## src/rtl/crc_pkg.sv

```systemverilog
// Shared CRC-32 (reflected, Ethernet/zlib) constants, state type and byte-update function.
// Used by the append stage and by the downstream checker.
package crc_pkg;

  localparam logic [31:0] CRC32_REV_POLY = 32'hEDB88320;
  localparam logic [31:0] CRC32_INIT     = 32'hFFFFFFFF;
  localparam logic [31:0] CRC32_XOROUT   = 32'hFFFFFFFF;

  typedef enum logic {
    DATA = 1'b0,
    CRC  = 1'b1
  } crc_state_t;

  // Reflected byte-wise update: fold the byte into the low bits, then shift out 8 times.
  function automatic logic [31:0] crc32_byte_next(logic [31:0] crc, logic [7:0] d,
                                                  logic [31:0] poly = CRC32_REV_POLY);
    logic [31:0] c;
    c = crc ^ {24'h0, d};
    for (int i = 0; i < 8; i++) begin
      c = c[0] ? ((c >> 1) ^ poly) : (c >> 1);
    end
    return c;
  endfunction

endpackage

```

## src/rtl/crc32_byte.sv

```systemverilog
// Combinational one-byte CRC-32 update around the package function.
module crc32_byte
  import crc_pkg::*;
#(
  parameter logic [31:0] REV_POLY = CRC32_REV_POLY
) (
  input  logic [31:0] crc_in,
  input  logic [7:0]  data,
  output logic [31:0] crc_out
);

  always_comb begin
    crc_out = crc32_byte_next(crc_in, data, REV_POLY);
  end

endmodule

```

## src/rtl/axis_crc32_append.sv

```systemverilog
// Byte-wide AXI4-Stream stage: forwards each frame and appends its CRC-32, LSB byte first,
// with TLAST moved onto the final CRC byte.
module axis_crc32_append
  import crc_pkg::*;
#(
  parameter logic [31:0] REV_POLY   = CRC32_REV_POLY,
  parameter logic [31:0] CRC_INIT   = CRC32_INIT,
  parameter logic [31:0] CRC_XOROUT = CRC32_XOROUT
) (
  input  logic        aclk,
  input  logic        aresetn,
  input  logic [7:0]  s_axis_tdata,
  input  logic        s_axis_tvalid,
  output logic        s_axis_tready,
  input  logic        s_axis_tlast,
  output logic [7:0]  m_axis_tdata,
  output logic        m_axis_tvalid,
  input  logic        m_axis_tready,
  output logic        m_axis_tlast,
  output logic [31:0] crc_value,
  output logic        crc_done
);

  // Handshake: a beat transfers on a rising edge where tvalid && tready; the output
  // register holds tdata/tlast stable while tvalid is high and tready is low, and
  // tvalid never depends combinationally on tready.

  crc_state_t  state_q, state_d;
  logic [1:0]  idx_q, idx_d;
  logic [31:0] crc_q, crc_d;
  logic [31:0] crc_nxt;
  logic [7:0]  tdata_q, tdata_d;
  logic        tvalid_q, tvalid_d;
  logic        tlast_q, tlast_d;
  logic [31:0] crc_value_q, crc_value_d;
  logic        done_q, done_d;
  logic        load_en;
  logic        s_hs;

  crc32_byte #(
    .REV_POLY(REV_POLY)
  ) u_crc32_byte (
    .crc_in (crc_q),
    .data   (s_axis_tdata),
    .crc_out(crc_nxt)
  );

  always_comb begin
    state_d       = state_q;
    idx_d         = idx_q;
    crc_d         = crc_q;
    tdata_d       = tdata_q;
    tvalid_d      = tvalid_q;
    tlast_d       = tlast_q;
    crc_value_d   = crc_value_q;
    done_d        = 1'b0;
    load_en       = !tvalid_q || m_axis_tready;
    s_axis_tready = (state_q == DATA) && load_en;
    s_hs          = s_axis_tvalid && s_axis_tready;

    case (state_q)
      DATA: begin
        if (s_hs) begin
          tdata_d  = s_axis_tdata;
          tvalid_d = 1'b1;
          tlast_d  = 1'b0;
          crc_d    = crc_nxt;
          if (s_axis_tlast) begin
            crc_value_d = crc_nxt ^ CRC_XOROUT;
            done_d      = 1'b1;
            idx_d       = 2'd0;
            state_d     = CRC;
          end
        end else if (load_en) begin
          tvalid_d = 1'b0;
        end
      end
      CRC: begin
        if (load_en) begin
          tdata_d  = crc_value_q[{idx_q, 3'b000} +: 8];
          tvalid_d = 1'b1;
          tlast_d  = (idx_q == 2'd3);
          idx_d    = idx_q + 2'd1;
          if (idx_q == 2'd3) begin
            state_d = DATA;
            crc_d   = CRC_INIT;
          end
        end
      end
      default: state_d = DATA;
    endcase
  end

  always_ff @(posedge aclk) begin
    if (!aresetn) begin
      state_q     <= DATA;
      idx_q       <= 2'd0;
      crc_q       <= CRC_INIT;
      tdata_q     <= 8'h00;
      tvalid_q    <= 1'b0;
      tlast_q     <= 1'b0;
      crc_value_q <= 32'h0;
      done_q      <= 1'b0;
    end else begin
      state_q     <= state_d;
      idx_q       <= idx_d;
      crc_q       <= crc_d;
      tdata_q     <= tdata_d;
      tvalid_q    <= tvalid_d;
      tlast_q     <= tlast_d;
      crc_value_q <= crc_value_d;
      done_q      <= done_d;
    end
  end

  assign m_axis_tdata  = tdata_q;
  assign m_axis_tvalid = tvalid_q;
  assign m_axis_tlast  = tlast_q;
  assign crc_value     = crc_value_q;
  assign crc_done      = done_q;

endmodule
```

## config.mk

```make
export PLATFORM = sky130hd
export DESIGN_NAME = axis_crc32_append
export DESIGN_NICKNAME = d
export VERILOG_FILES = /design/src/rtl/crc_pkg.sv /design/src/rtl/crc32_byte.sv /design/src/rtl/axis_crc32_append.sv
export SDC_FILE = /design/constraint.sdc
export NUM_CORES = 1
export LEC_CHECK = 0
export BUFFER_PORTS_ARGS = -buffer_cell sky130_fd_sc_hd__buf_2
export CAP_MARGIN = 20
export CORE_ASPECT_RATIO = 0.75
export CORE_MARGIN = 2
export CORE_UTILIZATION = 30
export CTS_BUF_LIST = sky130_fd_sc_hd__clkbuf_16
export DETAILED_ROUTE_END_ITERATION = 10
export PLACE_DENSITY_LB_ADDON = 0.08
export SYNTH_ARGS = -nofsm -noshare
export SYNTH_HDL_FRONTEND = slang
export SYNTH_SLANG_ARGS = --single-unit
```

## constraint.sdc

```tcl
create_clock -name aclk -period 2.5 [get_ports aclk]
set_clock_uncertainty 0.2 [all_clocks]
set_input_delay 0.375 -clock aclk [delete_from_list [all_inputs] [get_ports aclk]]
set_output_delay 0.375 -clock aclk [all_outputs]
set_load 0.02 [all_outputs]
```

==> summary.txt <==
Crit-path max FO -> 3
Setup TNS -> 0 ns
Cells after Synth -> 385
Setup crit start kind -> flop
Min Clock Period, post-route -> 2.24 ns
Fin nets -> 461
Num CTS Buffers -> 9
Worst Tran Pin Value -> 0.605 ns
Critical path's slowest cell -> xnor3_2
Reg2reg end -> crc_q[17]$_SDFFE_PN1P_
RePlAce Congestion -> 0.764
DR pass1 iterations -> 4
Final core occ -> 0.381
EDFF count, synth -> 0
Fin crit share -> 0.897
Overflow after GRT -> 0
WP data required -> 2.50 ns
# diodes -> 0
Min Hold Slack -> 0.117 ns
Final worst slack -> 0.259 ns
Max clock buf depth -> 2
Crit path max-delay family -> XOR/XNOR gates
Antenna-violating nets left -> 0
R2R setup slack -> 0.26 ns
Synthesized area per cell -> 10.0 sq um
Share of cells above drive strength 1 -> 0.250
Worst vdd ir -> 532 uV
I/O Buffers -> 56
Root Buffer Master -> clkbuf_16
Max_slew headroom -> 0.594
Worst Hold Depth -> 3
Worst Hold Launch -> s_axis_tlast
Vias in the first global route -> 2855
Final setup vio count -> 0
Ports -> 57
DP HPWL -> 8.48 mm
R2R depth -> 5
Sequential-to-total area share from yosys stat -> 0.405
Hold EP -> crc_value[0]$_SDFFE_PN0P_
Synthesis-to-layout area growth -> 22.3%
Dpl ws -> 0.140 ns
Full die area -> 13800 sq um
Total power draw -> 0.00685 W
Clock transition at path regs -> 0.07 ns
Mapped cell area -> 3860 sq um
Syn_nets -> 399
Drt wl/cell -> 19.1 microns
DRT Wirelength -> 11.8 mm
Max incr delay on CP -> 0.56 ns
Cell Rows -> 35
Top_reg_cell synth -> dfxtp_1
YS warnings -> 0
Chip height -> 102 microns
Fmax -> 446 MHz
Htree depth -> 3
Synth unique cells -> 34
Final hold viol count -> 0
GRT Overall Usage -> 0.180
Final Max Slew Viols -> 0
Post-cts resize count -> 0
Register Area -> 1560 sq um
Hold_buf cts -> 0
DIE WIDTH -> 135 microns
Post-CTS Setup Inserts -> 0
Core area -> 12400 sq um
Status -> finished clean
PD cells -> 1450 nW/um^2
First-pass GRT wire length -> 18.1 mm
Largest net degree at the start of global routing -> 50
Via-per-instance ratio -> 4.85
Leakage power total -> 1.99 nW
Number of remaining DRC errors -> 0
Antenna violations before repair -> 0
RSZ-0062 raised after global routing -> no
Initial DRC count -> 133
Bufs and invs on worst path -> 0
Clk sink count -> 78
Worst-skew pair later-pin latency -> 0.34 ns
CP cell instances -> xor2_1, xnor3_2, xor3_1, o22ai_1, nand2_1
Crit path capture type -> flop
Max-cap violation count -> 0
R2r startpoint -> crc_q[4]$_SDFFE_PN1P_
Kind of critical path -> reg -> reg
Via count -> 2998
Async SR Flop Fraction -> 0
Area of the multi-input gates -> 2190 sq um
CTS tree -> yes
Crit. path cell count -> 5
Starting Density -> 0.311
Worst hold path type -> in -> reg
FF+latch count, synth -> 78
Arrival @ worst endpoint -> 2.24 ns
Count of filler cells inserted in the layout -> 1264
## worst register-to-register path, delay by kind of cell (launching register included)
family          cells  cell delay (ns)
flops               1             0.40
xor+xnor            3             1.31
compound gates      1             0.13
simple gates        1             0.06
## registers in the layout, summed over array words and instances, names as in the netlist
register	count
crc_q	32
crc_value	32
m_axis_tdata	8
idx_q	2
crc_done	1
m_axis_tlast	1
m_axis_tvalid	1
state_q	1
## through the flow
step                cell area [sq um]  cells
finish                           4720    618
detailed placement               4430    602
global route                     4720    618
CTS                              4720    618
global placement                 4430    602
floorplan                        3860    385
## cell usage in the layout (no fill, tap or decap), types with 7 or more instances in the layout
| cell type | synthesis | layout |
|---|---|---|
| and2_1 | 7 | 7 |
| xnor2_1 | 32 | 32 |
| mux4_2 | 8 | 8 |
| o21ai_0 | 28 | 28 |
| xnor3_1 | 9 | 9 |
| clkbuf_16 | 0 | 9 |
| buf_2 | 1 | 56 |
| buf_4 | 0 | 20 |
| nor2_1 | 44 | 43 |
| nand2_1 | 46 | 46 |
| o22ai_1 | 31 | 31 |
| a211oi_1 | 19 | 19 |
| xor2_1 | 7 | 7 |
| dfxtp_1 | 78 | 78 |
| a21oi_1 | 15 | 15 |
## synth_stat cells, types with 2 or more instances
| cell type | instances | area, sq um |
|---|---|---|
| o22ai_1 | 31 | 194 |
| inv_1 | 2 | 7.51 |
| a211oi_1 | 19 | 143 |
| nand2_1 | 46 | 173 |
| o21ai_0 | 28 | 140 |
| xnor2_2 | 3 | 48.8 |
| a21oi_1 | 15 | 75.1 |
| nor3_1 | 2 | 10.0 |
| xnor2_4 | 5 | 138 |
| dfxtp_1 | 78 | 1560 |
| nand3_1 | 3 | 15.0 |
| xor3_1 | 5 | 119 |
| xnor3_1 | 9 | 203 |
| mux4_2 | 8 | 180 |
| and2_1 | 7 | 43.8 |
| nor2_1 | 44 | 165 |
| xnor2_1 | 32 | 280 |
| clkbuf_1 | 26 | 97.6 |
| xor2_1 | 7 | 61.3 |
## power by group
| part | leakage (nW) | total (W) | internal [W] | switching (W) |
|---|---|---|---|---|
| sequential | 0.642 | 0.00179 | 0.00154 | 0.000247 |
| combinational | 1.20 | 0.00379 | 0.00193 | 0.00185 |
| clock | 0.143 | 0.00127 | 0.000758 | 0.000515 |
## logic make-up after synthesis
logic type	count (synthesis)	share of synthesized area
AND/OR/NAND/NOR	105	0.110
buffers and inverters	29	0.0286
adder cells (fa/ha/maj)	1	0.00324
multiplexers	9	0.0493
XOR/XNOR	66	0.251
AO/OA/AOI/OAI	97	0.152
flip-flops	78	0.405
## worst max path at each step
stage | end | slack, ns | from
6_report | crc_q[17]$_SDFFE_PN1P_ | 0.26 | crc_q[4]$_SDFFE_PN1P_
5_1_grt | crc_q[17]$_SDFFE_PN1P_ | 0.1 | crc_q[4]$_SDFFE_PN1P_
4_1_cts | crc_q[17]$_SDFFE_PN1P_ | 0.23 | crc_q[4]$_SDFFE_PN1P_
3_5_place_dp | crc_q[17]$_SDFFE_PN1P_ | 0.14 | s_axis_tdata[4]
3_3_place_gp | crc_q[17]$_SDFFE_PN1P_ | 0.12 | s_axis_tdata[4]
2_1_floorplan | crc_value[25]$_SDFFE_PN0P_ | 0.40 | s_axis_tdata[5]
## routing by layer
metal  track usage  share of wire  up-vias
met3        0.0397          0.041        4
li1              -              -     1479
met1         0.267           0.53     1446
met2         0.266           0.43       69
met5             0              0        -
met4        0.0413         0.0036        0
## layout make-up
type	instances	area share
clock inverters	7	0.0122
repair buffers	78	0.0997
flip-flops and latches	78	0.331
clock buffers	9	0.0477
well taps	166	0.0440
inverters	2	0.00159
multi-input cells	278	0.464
Note: power is estimated with default switching activity, not from simulation.
